## src/rtl/encap_seed_loader_if.sv

```systemverilog
// rtl/encap_seed_loader_if.sv - UART byte input, seed RAM port and encap core port of the seed loader
interface encap_seed_loader_if #(
    parameter int ADDR_W = 4
) ();
    logic              rx_done;
    logic [7:0]        rx_data;
    logic              seed_wr_en;
    logic [ADDR_W-1:0] seed_addr;
    logic [31:0]       seed_wr_data;
    logic [31:0]       seed_rd_data;
    logic              seed_valid;
    logic [31:0]       seed;
    logic              encap_done;
    logic              busy;
    logic [1:0]        err;

    modport master (
        input  rx_done, rx_data, seed_rd_data, encap_done,
        output seed_wr_en, seed_addr, seed_wr_data, seed_valid, seed, busy, err
    );

    modport slave (
        output rx_done, rx_data, seed_rd_data, encap_done,
        input  seed_wr_en, seed_addr, seed_wr_data, seed_valid, seed, busy, err
    );
endinterface

```

## src/rtl/encap_seed_loader.sv

```systemverilog
// rtl/encap_seed_loader.sv - TLV seed frame decoder, seed RAM packer and replay burst; optional ENCAP_LOADER_TIMEOUT_EN
module encap_seed_loader #(
    parameter int         SEED_WORDS  = 16,
    parameter int         ADDR_W      = 4,
    parameter logic [7:0] TYPE_SEED   = 8'h01,
    parameter int         TIMEOUT_CYC = 100000
) (
    input logic               clk,
    input logic               rst_n,
    encap_seed_loader_if.master bus
);
    typedef enum logic [2:0] {
        S_IDLE, S_LEN, S_VALUE, S_SKIP, S_REPLAY, S_WAIT_DONE
    } state_t;

    localparam logic [ADDR_W-1:0] LP_LAST_WORD = ADDR_W'(SEED_WORDS - 1);
    localparam logic [ADDR_W:0]   LP_WORDS     = (ADDR_W + 1)'(SEED_WORDS);
    localparam logic [ADDR_W:0]   LP_RD_END    = (ADDR_W + 1)'(SEED_WORDS + 1);

    state_t            r_state;
    logic [7:0]        r_type;
    logic [7:0]        r_len_cnt;
    logic [1:0]        r_byte_cnt;
    logic [ADDR_W-1:0] r_word_cnt;
    logic [23:0]       r_shift;
    logic              r_wr_en;
    logic [ADDR_W-1:0] r_addr;
    logic [31:0]       r_wr_data;
    logic              r_valid;
    logic              r_busy;
    logic [1:0]        r_err;
    // counts replay cycles: address issue leads the forwarded word by one cycle
    logic [ADDR_W:0]   r_rd_cnt;

    logic [31:0]       w_word;
    logic [7:0]        w_len_next;

    assign w_word     = {r_shift, bus.rx_data};
    assign w_len_next = r_len_cnt - 8'd1;

`ifdef ENCAP_LOADER_TIMEOUT_EN
    localparam int             TO_W       = $clog2(TIMEOUT_CYC + 1);
    localparam logic [TO_W-1:0] LP_TO_LAST = TO_W'(TIMEOUT_CYC - 1);
    logic [TO_W-1:0] r_to_cnt;
    logic            w_in_frame;
    assign w_in_frame = (r_state == S_LEN) || (r_state == S_VALUE) || (r_state == S_SKIP);
`endif

    // frame decode, word packing, RAM write, replay sequencing and error flags
    always_ff @(posedge clk or negedge rst_n) begin
        if (!rst_n) begin
            r_state    <= S_IDLE;
            r_type     <= '0;
            r_len_cnt  <= '0;
            r_byte_cnt <= '0;
            r_word_cnt <= '0;
            r_shift    <= '0;
            r_wr_en    <= 1'b0;
            r_addr     <= '0;
            r_wr_data  <= '0;
            r_valid    <= 1'b0;
            r_busy     <= 1'b0;
            r_err      <= '0;
            r_rd_cnt   <= '0;
`ifdef ENCAP_LOADER_TIMEOUT_EN
            r_to_cnt   <= '0;
`endif
        end else begin
            r_wr_en <= 1'b0;
            case (r_state)
                S_IDLE: begin
                    if (bus.rx_done && bus.rx_data != 8'h00) begin
                        r_type  <= bus.rx_data;
                        r_state <= S_LEN;
                    end
                end
                S_LEN: begin
                    if (bus.rx_done) begin
                        r_len_cnt <= bus.rx_data;
                        if (bus.rx_data == 8'h00) begin
                            r_state <= S_IDLE;
                        end else if (r_type == TYPE_SEED) begin
                            r_state <= S_VALUE;
                        end else begin
                            r_state  <= S_SKIP;
                            r_err[0] <= 1'b1;
                        end
                    end
                end
                S_VALUE: begin
                    if (bus.rx_done) begin
                        r_shift    <= w_word[23:0];
                        r_byte_cnt <= r_byte_cnt + 2'd1;
                        r_len_cnt  <= w_len_next;
                        r_busy     <= 1'b1;
                        if (r_byte_cnt == 2'd3) begin
                            r_wr_en    <= 1'b1;
                            r_addr     <= r_word_cnt;
                            r_wr_data  <= w_word;
                            r_word_cnt <= r_word_cnt + 1'b1;
                            if (r_word_cnt == LP_LAST_WORD) begin
                                // RAM is full: leftover frame bytes are discarded
                                r_state   <= S_REPLAY;
                                r_rd_cnt  <= '0;
                                r_len_cnt <= '0;
                                if (w_len_next != 8'd0) begin
                                    r_err[1] <= 1'b1;
                                end
                            end else if (w_len_next == 8'd0) begin
                                r_state <= S_IDLE;
                            end
                        end else if (w_len_next == 8'd0) begin
                            r_state <= S_IDLE;
                        end
                    end
                end
                S_SKIP: begin
                    if (bus.rx_done) begin
                        r_len_cnt <= w_len_next;
                        if (w_len_next == 8'd0) begin
                            r_state <= S_IDLE;
                        end
                    end
                end
                S_REPLAY: begin
                    if (bus.rx_done) begin
                        r_err[1] <= 1'b1;
                    end
                    if (r_rd_cnt < LP_WORDS) begin
                        r_addr <= r_rd_cnt[ADDR_W-1:0];
                    end
                    r_valid  <= (r_rd_cnt != '0) && (r_rd_cnt <= LP_WORDS);
                    r_rd_cnt <= r_rd_cnt + 1'b1;
                    if (r_rd_cnt == LP_RD_END) begin
                        r_state <= S_WAIT_DONE;
                    end
                end
                S_WAIT_DONE: begin
                    if (bus.rx_done) begin
                        r_err[1] <= 1'b1;
                    end
                    if (bus.encap_done) begin
                        r_busy     <= 1'b0;
                        r_word_cnt <= '0;
                        r_byte_cnt <= '0;
                        r_state    <= S_IDLE;
                    end
                end
                default: r_state <= S_IDLE;
            endcase
`ifdef ENCAP_LOADER_TIMEOUT_EN
            // inter-byte watchdog; only idle cycles inside a frame count
            if (w_in_frame && !bus.rx_done) begin
                if (r_to_cnt == LP_TO_LAST) begin
                    r_to_cnt   <= '0;
                    r_err[1]   <= 1'b1;
                    r_state    <= S_IDLE;
                    r_byte_cnt <= '0;
                    r_word_cnt <= '0;
                    r_busy     <= 1'b0;
                end else begin
                    r_to_cnt <= r_to_cnt + 1'b1;
                end
            end else begin
                r_to_cnt <= '0;
            end
`endif
        end
    end

    assign bus.seed_wr_en   = r_wr_en;
    assign bus.seed_addr    = r_addr;
    assign bus.seed_wr_data = r_wr_data;
    assign bus.seed_valid   = r_valid;
    // RAM read data arrives one cycle after its address, aligned with r_valid
    assign bus.seed         = r_valid ? bus.seed_rd_data : 32'h0;
    assign bus.busy         = r_busy;
    assign bus.err          = r_err;
endmodule

```

## src/flat_wrapper.sv

```systemverilog
// flat-port wrapper written by rule: the top's interface ports become plain ports
module encap_seed_loader_flat 
#(
    parameter int         SEED_WORDS  = 16,
    parameter int         ADDR_W      = 4,
    parameter logic [7:0] TYPE_SEED   = 8'h01,
    parameter int         TIMEOUT_CYC = 100000
)
  (clk, rst_n, bus_rx_done, bus_rx_data, bus_seed_rd_data, bus_encap_done, bus_seed_wr_en, bus_seed_addr, bus_seed_wr_data, bus_seed_valid, bus_seed, bus_busy, bus_err);
  encap_seed_loader_if #(.ADDR_W(ADDR_W)) bus_i ();
  input logic clk;
  input logic rst_n;
  input wire logic [$bits(bus_i.rx_done)-1:0] bus_rx_done;
  input wire logic [$bits(bus_i.rx_data)-1:0] bus_rx_data;
  input wire logic [$bits(bus_i.seed_rd_data)-1:0] bus_seed_rd_data;
  input wire logic [$bits(bus_i.encap_done)-1:0] bus_encap_done;
  output wire logic [$bits(bus_i.seed_wr_en)-1:0] bus_seed_wr_en;
  output wire logic [$bits(bus_i.seed_addr)-1:0] bus_seed_addr;
  output wire logic [$bits(bus_i.seed_wr_data)-1:0] bus_seed_wr_data;
  output wire logic [$bits(bus_i.seed_valid)-1:0] bus_seed_valid;
  output wire logic [$bits(bus_i.seed)-1:0] bus_seed;
  output wire logic [$bits(bus_i.busy)-1:0] bus_busy;
  output wire logic [$bits(bus_i.err)-1:0] bus_err;
  assign bus_i.rx_done = bus_rx_done;
  assign bus_i.rx_data = bus_rx_data;
  assign bus_i.seed_rd_data = bus_seed_rd_data;
  assign bus_i.encap_done = bus_encap_done;
  assign bus_seed_wr_en = bus_i.seed_wr_en;
  assign bus_seed_addr = bus_i.seed_addr;
  assign bus_seed_wr_data = bus_i.seed_wr_data;
  assign bus_seed_valid = bus_i.seed_valid;
  assign bus_seed = bus_i.seed;
  assign bus_busy = bus_i.busy;
  assign bus_err = bus_i.err;
  encap_seed_loader #(.SEED_WORDS(SEED_WORDS), .ADDR_W(ADDR_W), .TYPE_SEED(TYPE_SEED), .TIMEOUT_CYC(TIMEOUT_CYC)) u_core (.clk(clk), .rst_n(rst_n), .bus(bus_i));
endmodule
```

## config.mk

```make
export PLATFORM = sky130hd
export DESIGN_NAME = encap_seed_loader_flat
export DESIGN_NICKNAME = d
export VERILOG_FILES = /design/src/rtl/encap_seed_loader_if.sv /design/src/rtl/encap_seed_loader.sv /design/src/flat_wrapper.sv
export SDC_FILE = /design/constraint.sdc
export NUM_CORES = 1
export LEC_CHECK = 0
export ABC_AREA = 0
export BUFFER_PORTS_ARGS = -buffer_cell sky130_fd_sc_hd__buf_4
export CAP_MARGIN = 20
export CORE_MARGIN = 2
export CORE_UTILIZATION = 30
export DETAILED_ROUTE_END_ITERATION = 7
export PLACE_DENSITY_LB_ADDON = 0.25
export SETUP_SLACK_MARGIN = 0.05
export SLEW_MARGIN = 15
export SYNTH_ARGS = -nofsm -noshare
export SYNTH_HDL_FRONTEND = slang
export SYNTH_SLANG_ARGS = --single-unit
```

## constraint.sdc

```tcl
create_clock -name clk -period 2.3 [get_ports clk]
set_clock_uncertainty 0.2 [all_clocks]
set_input_delay 0.23 -clock clk [delete_from_list [all_inputs] [get_ports clk]]
set_output_delay 0.23 -clock clk [all_outputs]
set_load 0.02 [all_outputs]
```

==> impl_metrics.py, run 1 <==
metrics = {
    "grt": {
        "grt_pass1_vias": 3217,
        "grt_max_degree": 48,
        "grt_pass1_wl_um": 16400,
        "grt-ovfl-total": 0,
        "antenna_found_initial": 0,
        "groute.usage.overall_pct": 12.8,
    },
    "synth": {
        "yosys_warnings": 0,
        "synthSimpleGateAreaFrac_pct": 14.1,
        "synth_ff_type": "dfrtp_1",
        "synth_compound_gate_area_share_pct": 8.77,
        "netlist_area_um2": 4380,
        "ys_ff_latch": 95,
        "syn_avg_cell_area_um2": 12.3,
        "synthCells": 357,
        "synth_top_area_cell": "dfrtp_1",
        "synth_top_area_share_pct": 54.3,
        "yosysSeqAreaShare_pct": 54.3,
        "synth_common_cells": "dfrtp_1, mux2_2, and2_1",
        "synth_most_common_cell": "dfrtp_1",
        "synth_top_family_by_area": "multiplexers",
        "synth-edff-count": 0,
        "synthDistinctLibCells": 51,
        "synth-xor-area-share_pct": 1.80,
        "syn_nets": 408,
        "synth_area_leaders": "dfrtp_1, mux2_2, and2_1",
        "async_reset_ff_share_pct": 100,
        "synthAdderAreaFrac_pct": 2.00,
        "synth.mux.area_fraction_pct": 15.9,
    },
    "critical_path": {
        "r2r_start": "u_core.r_word_cnt[0]",
        "path_delay_family": "buffers and inverters",
        "r2r_slack_ns": 0.31,
        "critPathBufInv": 2,
        "cp_slowest_cell": "or4_4",
        "cp-start-kind": "primary input",
        "startpoint": "bus_rx_data[3]",
        "path_cells": "dlygate4sd3_1 > buf_4 > or4_4 > o21ai_2 > a21oi_1 > o32a_1",
        "endpoint": "u_core.r_state[0]",
        "arrival_ns": 2.13,
        "cp_num_cells": 6,
        "slowest_delay_ns": 0.55,
        "critPathKind": "in2reg",
        "worst_setup_path_end_kind": "flip-flop",
        "r2r-end": "u_core.r_len_cnt[6]",
        "ff2ff_path_depth": 5,
        "critPathMaxFanout": 4,
        "required_ns": 2.32,
    },
    "placement": {
        "pre_cts_ws_ns": 0.337,
        "dp_hpwl_um": 7200,
        "numPortBuffers": 116,
        "place_inst": 651,
        "gp_congestion": 0.817,
    },
    "job": {
        "drv_cap": 0,
    },
    "cts": {
        "clock_path_buffers": 2,
        "cts_tree": "yes",
        "cts_buffers": 9,
        "root_buffer": "clkbuf_16",
        "cts.sinks": 95,
        "clk_pin_slew_ns": 0.06,
        "cts_setup_buffers": 0,
        "htreeDepth": 3,
        "clock_latency_ns": 0.33,
    },
    "floorplan": {
        "io_pins": 117,
        "row_count": 44,
        "die_x_um": 125,
        "core_um2": 14400,
        "start_util_pct": 30.4,
        "die_area_um2": 15600,
        "die_y_um": 125,
    },
    "layout": {
        "syn2layout_area_growth_pct": 34.2,
        "fin_nets": 540,
        "fin_cells": 678,
        "num_antenna_cells": 0,
        "drive_above_1_share_pct": 41.5,
    },
    "sta": {
        "rsz0062_at_grt": "false",
        "max_freq_ghz": 0.474,
        "final-hold-violation-count": 0,
        "fin_ws_ns": 0.192,
        "timing.final.max_slew_violations": 0,
        "min_period_ns": 2.11,
        "slew_headroom_pct": 56.3,
        "tns_ns": 0,
        "tightest_slew_ns": 0.656,
        "finalSetupViolCount": 0,
        "fin_crit_sh_pct": 91.7,
    },
    "power_and_ir_drop": {
        "peakVddDrop_v": 0.000550,
        "powerDensity_nw_per_um2": 1150,
        "leakage_nw": 2.73,
    },
    "drt": {
        "drtIter0Drc": 150,
        "met2_length_um": 4500,
        "drc": 0,
        "met3_length_um": 635,
        "avgRoutedWirePerCell_um": 14.4,
        "wl_met1_um": 4430,
        "via_per_inst": 4.79,
        "vias": 3245,
        "drtAntennaViolNets": 0,
        "wl_um": 9780,
        "dr.pass1.iters": 4,
        "routed.top_layer": "met4",
    },
    "min_path": {
        "hold_path.class": "in2async",
    },
    "outcome": {
        "status": "complete, no violations",
    },
}
-- how the worst min path moves through the flow --
stage | from | cells after the start | slack, ns | endpoint
3_3_place_gp | rst_n | 1 | -0.06 | u_core.bus.seed_wr_data[30]
5_1_grt | rst_n | 2 | 0.15 | u_core.bus.seed_wr_data[30]
3_5_place_dp | rst_n | 1 | -0.06 | u_core.bus.seed_wr_data[30]
4_1_cts | rst_n | 2 | 0.13 | u_core.bus.seed_wr_data[30]
6_report | rst_n | 2 | 0.13 | u_core.bus.seed_wr_data[30]
2_1_floorplan | rst_n | 0 | -0.27 | u_core.bus.busy
-- report_power, final --
part / switching, mW / total (mW) / internal (mW)
clock network: 0.610 / 1.40 / 0.794
registers: 0.492 / 2.89 / 2.40
logic: 1.15 / 2.45 / 1.30
total: 2.26 / 6.75 / 4.49
-- cells by family (layout without fill, tap and decap cells) --
kind of cell | count (synthesis) | in the layout
mux | 62 | 62
buf+inv | 27 | 164
simple gates | 105 | 105
fa+ha+maj | 7 | 7
xor+xnor | 9 | 9
compound gates | 52 | 52
flops | 95 | 95
-- cell type report --
type                       instances  area (um2)
sequential                        95        2380
clock buffer                      12         256
clock inverter                     4        30.0
inverter                          10        37.5
tap                              184         230
fill                            1381        8550
timing repair buffer             138        1080
multi-input combinational        235        1870
-- repair_timing --
action | 4_1_cts | 5_1_grt
endpoints found under the hold margin | 89 | 0
gates resized for setup | 0 | 1
hold buffers | 11 | 0
setup endpoints to repair | 0 | 1
-- metal layers --
| metal | vias up | global-route usage [%] |
|---|---|---|
| met1 | 1591 | 16.6 |
| met2 | 102 | 20.3 |
| met5 | - | 0 |
| met4 | 0 | 4.44 |
| li1 | 1536 | - |
| met3 | 16 | 3.95 |
-- stage by stage --
step | util (%) | cell area (um2) | hold WS [ns] | total power, mW
floorplan | - | 4380 | -0.266 | 4.42
global placement | 38.0 | 5480 | -0.0579 | 5.32
detailed placement | 38.0 | 5480 | -0.0559 | 5.39
CTS | 40.7 | 5870 | 0.134 | 6.83
global route | 40.7 | 5880 | 0.148 | 7.20
finish | 40.7 | 5880 | 0.128 | 6.75
-- state kept, by name (all words and copies together), names as in the netlist --
register / cells
u_core.bus.seed_wr_en: 1
u_core.r_word_cnt: 4
u_core.r_state: 3
u_core.bus.seed_wr_data: 32
u_core.bus.seed_addr: 4
u_core.r_shift: 24
u_core.r_len_cnt: 8
u_core.r_type: 8
u_core.bus.busy: 1
u_core.r_rd_cnt: 5
u_core.bus.seed_valid: 1
u_core.bus.err: 2
u_core.r_byte_cnt: 2
-- cell usage in the layout (no fill, tap or decap), types with 5 or more instances in the layout --
cell type / Yosys / routed
o21ai_0: 11 / 11
nand3_1: 7 / 7
dfrtp_1: 95 / 95
o21a_1: 5 / 5
clkbuf_16: 0 / 9
ha_1: 7 / 7
a22o_1: 5 / 5
mux2_2: 53 / 53
nor2_1: 10 / 10
mux2_1: 9 / 9
xor2_1: 5 / 5
inv_1: 9 / 9
dlygate4sd3_1: 0 / 11
nand2_1: 19 / 19
and2_1: 35 / 35
buf_4: 1 / 126
(Power assumes the default switching activity.)
==> run 2, diff against run 1 <==
Clock period 2.3 ns to 2.66 ns, I/O delays scaled along.
==> impl_metrics.py, run 2 (synthesized netlist as in run 1, its figures left out) <==
metrics = {
    "critical_path": {
        "arrival_ns": 2.14,
        "ff2ff_path_depth": 4,
        "path_cells": "dlygate4sd3_1 > buf_4 > or4_4 > o21ai_1 > a21oi_1 > o32a_1",
        "cp_slowest_cell": "dlygate4sd3_1",
        "required_ns": 2.69,
        "cp-start-kind": "primary input",
        "slowest_delay_ns": 0.54,
        "worst_setup_path_end_kind": "flip-flop",
        "critPathMaxFanout": 4,
        "critPathKind": "in2reg",
    },
    "cts": {
        "htreeDepth": 3,
        "cts_setup_buffers": 0,
        "root_buffer": "clkbuf_16",
        "clk_pin_slew_ns": 0.07,
        "cts_buffers": 9,
        "cts_tree": "yes",
        "clock_latency_ns": 0.34,
        "cts.sinks": 95,
        "cts.hold.buffers_added": 3,
        "clock_path_buffers": 2,
        "ctsResizeCount": 0,
    },
    "drt": {
        "drtAntennaViolNets": 0,
        "drc": 0,
        "wl_um": 9640,
        "dr.pass1.iters": 4,
        "vias": 3172,
        "via_per_inst": 4.78,
        "avgRoutedWirePerCell_um": 14.5,
        "drtIter0Drc": 121,
    },
    "min_path": {
        "holdPathStages": 2,
        "hold_path.class": "in2reg",
    },
    "layout": {
        "num_antenna_cells": 0,
        "drive_above_1_share_pct": 41.0,
        "fin_nets": 526,
        "final_common_cell": "buf_4",
        "fin_area_um2": 5760,
        "most-common-layout-cells": "buf_4, dfrtp_1, mux2_2",
        "syn2layout_area_growth_pct": 31.5,
        "largest_reg_flops": 32,
        "fin_cells": 664,
    },
    "floorplan": {
        "start_util_pct": 30.4,
        "row_count": 44,
        "io_pins": 117,
        "die_area_um2": 15600,
        "core_um2": 14400,
        "die_x_um": 125,
        "die_y_um": 125,
    },
    "grt": {
        "grt_pass1_wl_um": 16000,
        "grt_pass1_vias": 3047,
        "grt-ovfl-total": 0,
        "grt_max_degree": 55,
        "groute.usage.overall_pct": 12.7,
        "antenna_found_initial": 0,
    },
    "sta": {
        "slew_headroom_pct": 54.7,
        "tightest_slew_ns": 0.680,
        "rsz0062_at_grt": "false",
        "min_period_ns": 2.11,
        "finalSetupViolCount": 0,
        "max_freq_ghz": 0.473,
        "fin_crit_sh_pct": 79.5,
        "timing.final.max_slew_violations": 0,
        "final-hold-violation-count": 0,
        "tns_ns": 0,
        "fin_ws_ns": 0.546,
    },
    "power_and_ir_drop": {
        "p_total_mw": 5.87,
        "peakVddDrop_v": 0.000617,
        "leakage_nw": 2.68,
        "powerDensity_nw_per_um2": 1020,
    },
    "placement": {
        "pre_cts_ws_ns": 0.535,
        "numPortBuffers": 116,
        "place_inst": 645,
        "gp_congestion": 0.845,
        "dp_hpwl_um": 7040,
        "placed_area_um2": 5430,
    },
    "job": {
        "drv_cap": 0,
    },
    "outcome": {
        "status": "complete, no violations",
    },
}
run 2: changes by cell type in the layout (fill, tap and decap cells not counted), sizes merged:
cell / previous run / this run
dlygate4sd3: 11 / 3
bufinv: 0 / 1
buf: 127 / 121
clkinv: 3 / 1
clkinvlp: 1 / 0
inv: 10 / 12
run 2: final timing paths:
check / from / end / slack (ns)
setup reg to reg: u_core.r_state[1] / u_core.bus.seed_wr_data[10] / 0.56
hold reg to reg: u_core.bus.err[0] / u_core.bus.err[0] / 0.26
hold / removal: bus_rx_data[3] / u_core.r_shift[3] / 0.01
setup / recovery: bus_rx_data[0] / u_core.r_state[0] / 0.55
min in group asynchronous: rst_n / u_core.bus.seed_wr_data[22] / 0.32
max in group asynchronous: rst_n / u_core.r_len_cnt[4] / 1.27
run 2: layout make-up:
| type | count | area (um2) |
|---|---|---|
| Clock inverter | 4 | 52.6 |
| Sequential cell | 95 | 2380 |
| Inverter | 10 | 37.5 |
| Tap cell | 184 | 230 |
| Clock buffer | 12 | 246 |
| Multi-Input combinational cell | 235 | 1870 |
| Timing Repair Buffer | 124 | 951 |
| Fill cell | 1395 | 8660 |
run 2: report_power, final:
group | switching [mW] | internal (mW) | leakage [nW]
logic | 0.956 | 1.08 | 1.39
clock network | 0.532 | 0.760 | 0.148
registers | 0.461 | 2.07 | 1.14
run 2: metrics by stage:
stage               util, %  hold WS (ns)
global placement       37.7         0.145
finish                 39.9       0.00966
detailed placement     37.7         0.159
floorplan                 -        -0.230
CTS                    39.9       0.00408
global route           39.9       0.00690
run 2: critical path: cells and delay by family:
kind            cells  cell delay (ns)
compound gates      3             0.64
buf+inv             2             0.69
simple gates        1             0.53
run 2: per-layer routing:
metal  vias to the layer above  global-route usage (%)  routed length, um  share of wire (%)
met5                         -                       0                  0                  0
met4                         0                    3.99                158                1.6
met3                        15                    3.95                603                6.3
met2                        98                    19.6               4490                 47
met1                      1550                    17.0               4390                 46
li1                       1509                       -                  -                  -
==> run 3, diff against run 2 <==
Clock period 2.66 ns to 2.2 ns, I/O delays scaled along.
==> impl_metrics.py, run 3 (synthesized netlist as in run 1, its figures left out) <==
metrics = {
    "critical_path": {
        "path_delay_family": "buffers and inverters",
        "cp-start-kind": "primary input",
        "critPathMaxFanout": 5,
        "r2r-end": "u_core.r_len_cnt[3]",
        "required_ns": 2.22,
        "critPathKind": "in2reg",
        "startpoint": "bus_rx_data[7]",
        "path_cells": "dlygate4sd3_1 > buf_4 > or4_4 > o21ai_2 > a21oi_1 > o32a_1",
        "slowest_delay_ns": 0.56,
        "ff2ff_path_depth": 5,
        "cp_slowest_cell": "or4_4",
        "worst_setup_path_end_kind": "flip-flop",
        "r2r_start": "u_core.r_word_cnt[0]",
        "critPathBufInv": 2,
        "arrival_ns": 2.11,
        "cp_num_cells": 6,
        "endpoint": "u_core.r_state[0]",
        "r2r_slack_ns": 0.23,
    },
    "grt": {
        "grt_max_degree": 47,
        "antenna_found_initial": 0,
        "grt_pass1_wl_um": 16300,
        "groute.usage.overall_pct": 12.8,
        "grt_pass1_vias": 3124,
        "grt-ovfl-total": 0,
    },
    "placement": {
        "placed_area_um2": 5480,
        "dp_hpwl_um": 7180,
        "gp_congestion": 0.820,
        "numPortBuffers": 116,
    },
    "layout": {
        "drive_above_1_share_pct": 41.3,
        "regArea_um2": 2380,
        "fill_cells": 1364,
        "multi_input_area_um2": 1870,
        "num_antenna_cells": 0,
        "largest_reg_flops": 32,
        "fin_nets": 541,
        "most-common-layout-cells": "buf_4, dfrtp_1, mux2_2",
        "fin_area_um2": 5910,
        "final_util_pct": 41.0,
        "syn2layout_area_growth_pct": 34.8,
        "final_common_cell": "buf_4",
    },
    "drt": {
        "dr.pass1.iters": 4,
        "drc": 0,
        "avgRoutedWirePerCell_um": 14.8,
        "drtIter0Drc": 143,
        "drtAntennaViolNets": 0,
        "via_per_inst": 4.79,
        "wl_um": 10000,
        "vias": 3245,
    },
    "floorplan": {
        "start_util_pct": 30.4,
        "die_y_um": 125,
        "die_x_um": 125,
        "io_pins": 117,
        "die_area_um2": 15600,
        "row_count": 44,
        "core_um2": 14400,
    },
    "cts": {
        "cts_setup_buffers": 0,
        "root_buffer": "clkbuf_16",
        "clock_latency_ns": 0.34,
        "cts.sinks": 95,
        "cts_tree": "yes",
        "cts_buffers": 9,
        "htreeDepth": 3,
        "clk_pin_slew_ns": 0.06,
        "clock_path_buffers": 2,
    },
    "sta": {
        "finalSetupViolCount": 0,
        "rsz0062_at_grt": "false",
        "tightest_slew_ns": 0.666,
        "min_period_ns": 2.09,
        "final-hold-violation-count": 0,
        "fin_crit_sh_pct": 95.2,
        "timing.final.max_slew_violations": 0,
        "tns_ns": 0,
        "max_freq_ghz": 0.477,
        "slew_headroom_pct": 55.6,
    },
    "power_and_ir_drop": {
        "peakVddDrop_v": 0.000783,
        "power_frac_comb_pct": 35.5,
        "switching_share_pct": 32.8,
        "p_int_mw": 4.86,
        "powerDensity_nw_per_um2": 1230,
        "clockPowerShare_pct": 22.5,
        "leakage_nw": 2.75,
        "seq_power_share_pct": 42.0,
        "switchingPower_mw": 2.38,
    },
    "min_path": {
        "hold_path.class": "in2async",
    },
    "job": {
        "drv_cap": 0,
    },
    "outcome": {
        "status": "complete, no violations",
    },
}
## run 3: worst min path at each step
stage / startpoint / to / slack [ns] / cells past startpoint
2_1_floorplan: rst_n / u_core.bus.busy / -0.28 / 0
3_3_place_gp: rst_n / u_core.bus.seed_wr_data[30] / -0.007 / 1
3_5_place_dp: rst_n / u_core.bus.seed_wr_data[27] / 0.004 / 1
4_1_cts: rst_n / u_core.bus.seed_wr_data[27] / 0.18 / 2
5_1_grt: rst_n / u_core.bus.seed_wr_data[22] / 0.21 / 2
6_report: rst_n / u_core.r_shift[19] / 0.18 / 2
## run 3: power by group through the flow
stage	clock network [mW]	registers, mW	logic (mW)
6_report	1.63	3.04	2.57
5_1_grt	1.73	3.15	2.79
4_1_cts	1.66	3.04	2.60
3_5_place_dp	0	3.07	2.57
3_3_place_gp	0	3.04	2.52
2_1_floorplan	0	3.29	1.33
## run 3: timing repair
| item | in CTS | in global routing |
|---|---|---|
| setup endpoints to repair | 0 | 2 |
| gates resized for setup | 0 | 2 |
| hold buffers | 11 | 0 |
| endpoints found under the hold margin | 56 | 0 |
## run 3: cell type report
cell class | instances | area share [%]
multi-input combinational | 235 | 31.7
clock inverter | 3 | 1.17
timing repair buffer | 139 | 18.3
inverter | 10 | 0.635
sequential | 95 | 40.2
tap | 184 | 3.90
clock buffer | 12 | 4.00
## run 3: worst reg2reg max path, cell delays in order, from the launching register on
cell and delay (ns):
dfrtp_1 0.44, ha_1 0.24, and3_1 0.25, a21o_1 0.31, o32ai_1 0.30, a22o_1 0.17
## run 3: per-stage QoR
stage          cells  setup WS [ns]  power [mW]  hold slack, ns
6_report         678          0.106        7.24           0.179
4_1_cts          678         0.0758        7.30           0.184
3_5_place_dp     652          0.256        5.64         0.00438
3_3_place_gp     652          0.255        5.56        -0.00738
5_1_grt          678         0.0633        7.67           0.211
2_1_floorplan    357          0.408        4.62          -0.276
## run 3: per-layer routing
metal | GRT usage (%) | wire length, um | vias to the layer above | part of all wire, %
met5 | 0 | 0 | - | 0
met4 | 3.46 | 96 | 0 | 0.96
met3 | 3.65 | 563 | 8 | 5.6
met2 | 20.7 | 4780 | 97 | 48
met1 | 17.0 | 4590 | 1605 | 46
li1 | - | - | 1535 | -
